File: src/rtl/phase_unwrap.sv
// Phase unwrapper for the receive path: wrapped sample-to-sample difference,
// running unwrapped phase and a block average of the differences.
module phase_unwrap #(
  parameter int unsigned INBITS   = 19,
  parameter int unsigned FRACBITS = 10,
  parameter int unsigned ACCBITS  = 32,
  parameter int unsigned LOG2AVG  = 3
) (
  input  logic                      clock,
  input  logic                      reset,
  input  logic                      clear,
  input  logic                      in_valid,
  input  logic signed [INBITS-1:0]  angle,
  output logic                      diff_valid,
  output logic signed [INBITS-1:0]  diff,
  output logic signed [ACCBITS-1:0] unwrapped,
  output logic                      avg_valid,
  output logic signed [INBITS-1:0]  avg
);

  localparam int unsigned RawW = INBITS + 1;
  localparam int unsigned SumW = INBITS + LOG2AVG;

  localparam logic signed [RawW-1:0] Half  = RawW'(180 << FRACBITS);
  localparam logic signed [RawW-1:0] NHalf = -Half;
  localparam logic signed [RawW-1:0] Full  = RawW'(360 << FRACBITS);

  typedef enum logic {StEmpty, StRun} state_e;

  state_e                     state_q, state_d;
  logic signed [INBITS-1:0]   prev_q, prev_d;
  logic signed [SumW-1:0]     sum_q, sum_d;
  logic        [LOG2AVG-1:0]  cnt_q, cnt_d;
  logic                       diff_valid_d, avg_valid_d;
  logic signed [INBITS-1:0]   diff_d, avg_d;
  logic signed [ACCBITS-1:0]  unwrapped_d;

  logic signed [RawW-1:0]     raw, wrapped;
  logic signed [INBITS-1:0]   d;
  logic signed [SumW-1:0]     sum_plus, sum_shift;

  always_comb begin
    raw = {angle[INBITS-1], angle} - {prev_q[INBITS-1], prev_q};
    if (raw >= Half) begin
      wrapped = raw - Full;
    end else if (raw < NHalf) begin
      wrapped = raw + Full;
    end else begin
      wrapped = raw;
    end
    d         = wrapped[INBITS-1:0];
    sum_plus  = sum_q + {{(SumW-INBITS){d[INBITS-1]}}, d};
    sum_shift = sum_plus >>> LOG2AVG;
  end

  always_comb begin
    state_d      = state_q;
    prev_d       = prev_q;
    sum_d        = sum_q;
    cnt_d        = cnt_q;
    diff_d       = diff;
    unwrapped_d  = unwrapped;
    avg_d        = avg;
    diff_valid_d = 1'b0;
    avg_valid_d  = 1'b0;
    if (in_valid) begin
      prev_d = angle;
      case (state_q)
        StEmpty: begin
          // First sample only seeds the chain; no difference exists yet.
          unwrapped_d = {{(ACCBITS-INBITS){angle[INBITS-1]}}, angle};
          state_d     = StRun;
        end
        StRun: begin
          diff_d       = d;
          unwrapped_d  = unwrapped + {{(ACCBITS-INBITS){d[INBITS-1]}}, d};
          diff_valid_d = 1'b1;
          if (cnt_q == {LOG2AVG{1'b1}}) begin
            avg_d       = sum_shift[INBITS-1:0];
            avg_valid_d = 1'b1;
            sum_d       = '0;
            cnt_d       = '0;
          end else begin
            sum_d = sum_plus;
            cnt_d = cnt_q + LOG2AVG'(1);
          end
        end
        default: state_d = StEmpty;
      endcase
    end
  end

  always_ff @(posedge clock) begin
    if (reset || clear) begin
      state_q    <= StEmpty;
      prev_q     <= '0;
      sum_q      <= '0;
      cnt_q      <= '0;
      diff       <= '0;
      unwrapped  <= '0;
      avg        <= '0;
      diff_valid <= 1'b0;
      avg_valid  <= 1'b0;
    end else begin
      state_q    <= state_d;
      prev_q     <= prev_d;
      sum_q      <= sum_d;
      cnt_q      <= cnt_d;
      diff       <= diff_d;
      unwrapped  <= unwrapped_d;
      avg        <= avg_d;
      diff_valid <= diff_valid_d;
      avg_valid  <= avg_valid_d;
    end
  end

endmodule

File: config.mk
export PLATFORM = sky130hd
export DESIGN_NAME = phase_unwrap
export DESIGN_NICKNAME = d
export VERILOG_FILES = /design/src/rtl/phase_unwrap.sv
export SDC_FILE = /design/constraint.sdc
export NUM_CORES = 1
export LEC_CHECK = 0
export ABC_AREA = 1
export CORE_MARGIN = 2
export CORE_UTILIZATION = 45
export DETAILED_ROUTE_END_ITERATION = 10
export PLACE_DENSITY = 0.71
export SKIP_LAST_GASP = 1
export SYNTH_ARGS = -nofsm -noshare
export SYNTH_HDL_FRONTEND = slang
export SYNTH_SLANG_ARGS = --single-unit
File: constraint.sdc
create_clock -name clock -period 4.07 [get_ports clock]
set_input_delay 0.814 -clock clock [delete_from_list [all_inputs] [get_ports clock]]
set_output_delay 0.814 -clock clock [all_outputs]
set_load 0.005 [all_outputs]
# After elaboration in Yosys (flattened, before gate mapping)
# Index checks and enable logic that the tools add are counted.
# Widths: inputs -> output; s select.
# totals
regBits	117
out_inout_bits	72
wordCells	32
# op_classes
add_sub_neg	6
magnitude_cmp	2
n_eq_ne	1
muxes	7
bitwise	2
n_reduce_logical	5
# ops
cell	n
$pmux 32 s2	1
$mux 19	2
$add 32x32->32	1
$add 22x22->22	1
$mux 22	1
$ge 20x19->1 const B	1
$lt 20x19->1 const B	1
$sub 19x19->20	1
$add 19x19->19 const B	1
$sub 19x19->19 const B	1
$add 3x1->3 const B	1
$eq 3x3->1 const B	1
$mux 3	1
$reduce_and 3->1	1
$reduce_or 3->1	1
$mux 1	2
$not 1->1	2
$reduce_and 2->1	1
$reduce_or 2->1	1
$logic_or 1x1->1	1

# Depth between registers and ports, before layout
# depth
depth_word	6
ltp_mapped	35
mapped_depth_nobuf	35

# Worst setup path before layout
# No wires, ideal clock.
# synth_path
path_kind	input-to-reg
start	input port angle[0]
end	register avg[18]
setup_time_ns	0.114
arrival_time_ns	4.231
required_time_ns	3.956
slack_ns	-0.274
path_stages	31
path_buffers	0
path_cell_list	inv_1 -> ha_1 -> fa_1 -> inv_1 -> nand3_1 -> nand3_1 -> nand2_1 -> nand3_1 -> nand2_1 -> nand2_1 -> nand2_1 -> nand2_2 -> inv_1 -> nand2_1 -> nand2_1 -> a21oi_4 -> nand3_1 -> nand2_1 -> nand2_1 -> nand2_1 -> inv_1 -> ha_1 -> nand2_1 -> nor4_1 -> nand3_1 -> nand3_1 -> xnor2_1 -> nand3b_1 -> nand2_2 -> o21bai_1 -> inv_1
# synth_between
elab_chain_cells	5
elab_cells_between_ends	8
classes_between	4 x add/sub; 2 x order compare; 2 x mux
# synth_rtl
item	line_no	source
from (decl)	13	input logic signed [INBITS-1:0] angle,
$sub 19x19->20 (*)	43	raw = {angle[INBITS-1], angle} - {prev_q[INBITS-1], prev_q};
$add 19x19->19 / $lt 20x19->1 (equally long branches)	47, 46	
$mux 19	46	end else if (raw < NHalf) begin
$mux 19 (*)	44	if (raw >= Half) begin
via wrapped[16]	38	logic signed [RawW-1:0] raw, wrapped;
$add 22x22->22 (*)	52	sum_plus = sum_q + {{(SumW-INBITS){d[INBITS-1]}}, d};
to (signal assigned)	111	avg <= avg_d;
to (decl)	18	output logic signed [INBITS-1:0] avg
# The timed path passes the listed nets; every way through them passes the cells marked *.
# A chain may end at the register's enable or synchronous reset.

# Worst setup path in the final report
# layout_path
start	input port angle[0]
end	register unwrapped[28]
# layout_between
elab_chain_cells	6
elab_cells_between_ends	9
classes_between	4 x add/sub; 2 x order compare; 3 x mux
# layout_rtl
item	line_no	source
$sub 19x19->20 (*)	43	
$add 19x19->19 / $lt 20x19->1 (equally long branches)	47, 46	
$mux 19	46	
$mux 19 (*)	44	
via wrapped[15]	38	
$add 32x32->32 (*)	76	unwrapped_d = unwrapped + {{(ACCBITS-INBITS){d[INBITS-1]}}, d};
$pmux 32 s2 (*)	68	case (state_q)
to (signal assigned)	110	unwrapped <= unwrapped_d;
to (decl)	16	output logic signed [ACCBITS-1:0] unwrapped,
# Marked as above.

==> metrics <==
Final ANT Viol Nets 0; fill cell count 1408; status finished with violations; failing checks negative setup slack; IO Count 95; grt ovf 0; diodes inserted 0; via count 10.1k; HP Class reg -> reg; crit path capture type flip-flop; area delta synth->final 57.6%; share of the synthesized area in the top cell type 27.4%; commonest non-fill, non-tap cells in the layout buf_4 (290), nand2_1 (281), inv_1 (139), a21oi_1 (125), dfxtp_1 (117); flop-to-flop setup slack -0.12 ns; cell family contributing the most delay on the critical path simple AND/OR/NAND/NOR gates; overall power between 4 and 5 mW; TritonCTS clock tree yes; worst slew pin tran 1.03 ns; Syn. warnings 0; syn nets approximately 1.4k; RePlAce Congestion 0.910; VDD IR max 0.342 mV; clock sink total around 120; Gate Count Post-Synth 1284; worst setup margin -0.173 ns; detailed placement HPWL about 20 mm; Clock Pin Slew Worst Setup and Hold Paths 0.06 ns; Fmax achieved 0.236 GHz; worst hold endpoint prev_q[4]; clock skew 0.0102 ns; Vert. Die Dim between 100 and 150 microns; kind of critical path in -> reg; Clock Latency Late Sink 0.44 ns; Pins Over Slew Limit 0; CP Data Required Time 4.35 ns; sequential area share after synthesis 27.4%; setup violators final 18; Synth area leaders dfxtp_1 (27%), nand2_1 (15%), ha_1 (11%); DRT iter0 DRCs slightly above 700; initial antenna violation count 0; Yosys top cell by area dfxtp_1; crit path time final 4.24 ns; Slew HR 30.8%; WHS Path Cells 2; Final Hold Viols 0; most used cell, CP nand2_1; die width 142 microns; Synth cell types slightly above 40; CP startpoint kind input port; routed len/inst 16.1 microns; Syn Std Cell Area between 8000 and 9000 sq um; period utilisation layout 104%; initial core utilization 45.7%; CP max-delay cell fa_2; number of global-route vias before repair 9967; hold_buf cts 0; critical path arrival around 4.5 ns; WP depth 33; Final #Nets 1754; Root Driver clkbuf_16; CTS Buf Count 17; Post-Syn Area per Cell 6.66 sq um; Detailed Route WL 30.6 mm; Buf/Inv on CP 5; PD cells around 360 nW/um^2; largest net degree at the start of global routing 75; share of cells above drive strength 1 between 30% and 40%; H-tree depth 4; unrepaired setup endpoints after global routing yes; most common cell after layout, fill and taps aside buf_4; Pre-antenna DRT Iters 5; Site Rows 50; clk buf depth 2; Remaining DRCs 0; Core Box Area 18700 sq um; crit path max fanout 7; die area 20100 sq um; Max-Cap Viols 0; final setup TNS -1.43 ns; Pleak 6.42 nW; slowest stage delay, CP 0.34 ns; Worst Hold Launch prev_q[4]; FF-to-FF path depth 30; Worst Hold Slack 0.461 ns; DR vias/cell 5.34; R2R Path Start prev_q[6]; RR Endpoint unwrapped[28]; Global Route Usage Sum 29.7%; IO Port Bufs 94; global-route wire length before repair 47.9 mm; post-synthesis register bit count 117
==> flip-flops by register name, summed over array words and instances, names as in the netlist <==
name and flops:
unwrapped 32, sum_q 22, avg 19, diff 19
prev_q 19, cnt_q 3, avg_valid 1, diff_valid 1
state_q 1
==> kinds of logic after synthesis <==
logic type | after synthesis | synth area share [%]
AO/OA/AOI/OAI | 318 | 21.3
XOR/XNOR | 45 | 4.61
adder cells (fa/ha/maj) | 79 | 11.8
buffers and inverters | 198 | 8.86
flip-flops | 117 | 27.4
AND/OR/NAND/NOR | 527 | 26.0
==> metal layers <==
layer  routed length, microns  vias to the layer above  global-route usage, %  share of wire, %
li1                         -                     4961                      -                 -
met1                    13200                     4734                   36.9                43
met2                    14500                      357                   51.4                47
met3                     1600                       90                   4.29               5.2
met4                     1260                        0                   12.7               4.1
met5                        0                        -                      0                 0
==> cell usage after synthesis <==
master	n
o21ai_0	92
buf_6	2
o22ai_1	8
nor2_1	64
inv_1	150
nand3_2	2
or2_2	3
a21oi_4	3
o211ai_1	12
nor3_1	13
o21a_1	3
nand3b_1	1
a2111oi_0	1
clkbuf_1	34
a21o_1	10
a221oi_1	1
fa_1	3
clkinv_1	1
o21bai_1	28
xnor2_1	18
nand2_1	345
a21oi_2	6
o221a_2	1
xor2_1	27
or2_1	1
a31oi_1	7
nor2_2	1
a211oi_1	2
nand2_2	24
o31ai_1	3
nand4_1	7
buf_1	2
or2_0	1
nand3_1	56
a21oi_1	141
nor4_1	3
nand2_4	4
nor3_2	2
inv_2	9
dfxtp_1	117
ha_1	76
==> where the power goes <==
group | total (mW) | switching [mW] | leakage, nW | internal [mW]
combinational | 2.26 | 1.19 | 5.21 | 1.07
sequential | 1.20 | 0.0255 | 0.948 | 1.17
clock | 1.46 | 0.578 | 0.259 | 0.883
total | 4.92 | 1.79 | 6.42 | 3.13
==> tightest hold or removal path, cell delays in order, from the launching register on <==
cell     delay [ns]
dfxtp_1        0.31
nand2_1        0.06
a21oi_1        0.05
==> timing repair <==
action                     CTS  global route
setup buffers               35            15
setup endpoints to repair   37            34
gates resized for setup    186            91
pin swaps                   89            60
cloned                       0             0
==> through the flow <==
step | setup WS, ns | util, % | area, sq um | instances
after floorplan | -0.0813 | - | 8770 | 1284
after global placement | -1.10 | 62.5 | 11700 | 1819
after detailed placement | -1.19 | 62.5 | 11700 | 1819
after CTS | -0.0134 | 69.7 | 13000 | 1885
after global routing | -0.412 | 72.1 | 13500 | 1898
final | -0.173 | 72.1 | 13500 | 1898
==> final cells by class <==
cell class                 count  area (sq um)  share of cell area, %
timing repair buffer         387          3100                   23.0
inverter                     160           623                   4.62
sequential                   117          2340                   17.4
tap                          234           293                   2.17
multi-input combinational    969          6570                   48.7
clock buffer                  24           482                   3.57
clock inverter                 7          73.8                  0.548
==> worst max-delay path by stage <==
stage                         end  startpoint  slack, ns
finish              unwrapped[28]    angle[0]      -0.17
CTS                 unwrapped[28]    angle[0]      -0.01
global placement    unwrapped[28]    angle[8]      -1.10
global route        unwrapped[28]    angle[0]      -0.41
detailed placement        avg[18]    angle[6]      -1.19
floorplan                 avg[18]    angle[0]      -0.08
Note: power is estimated with default switching activity, not from simulation.
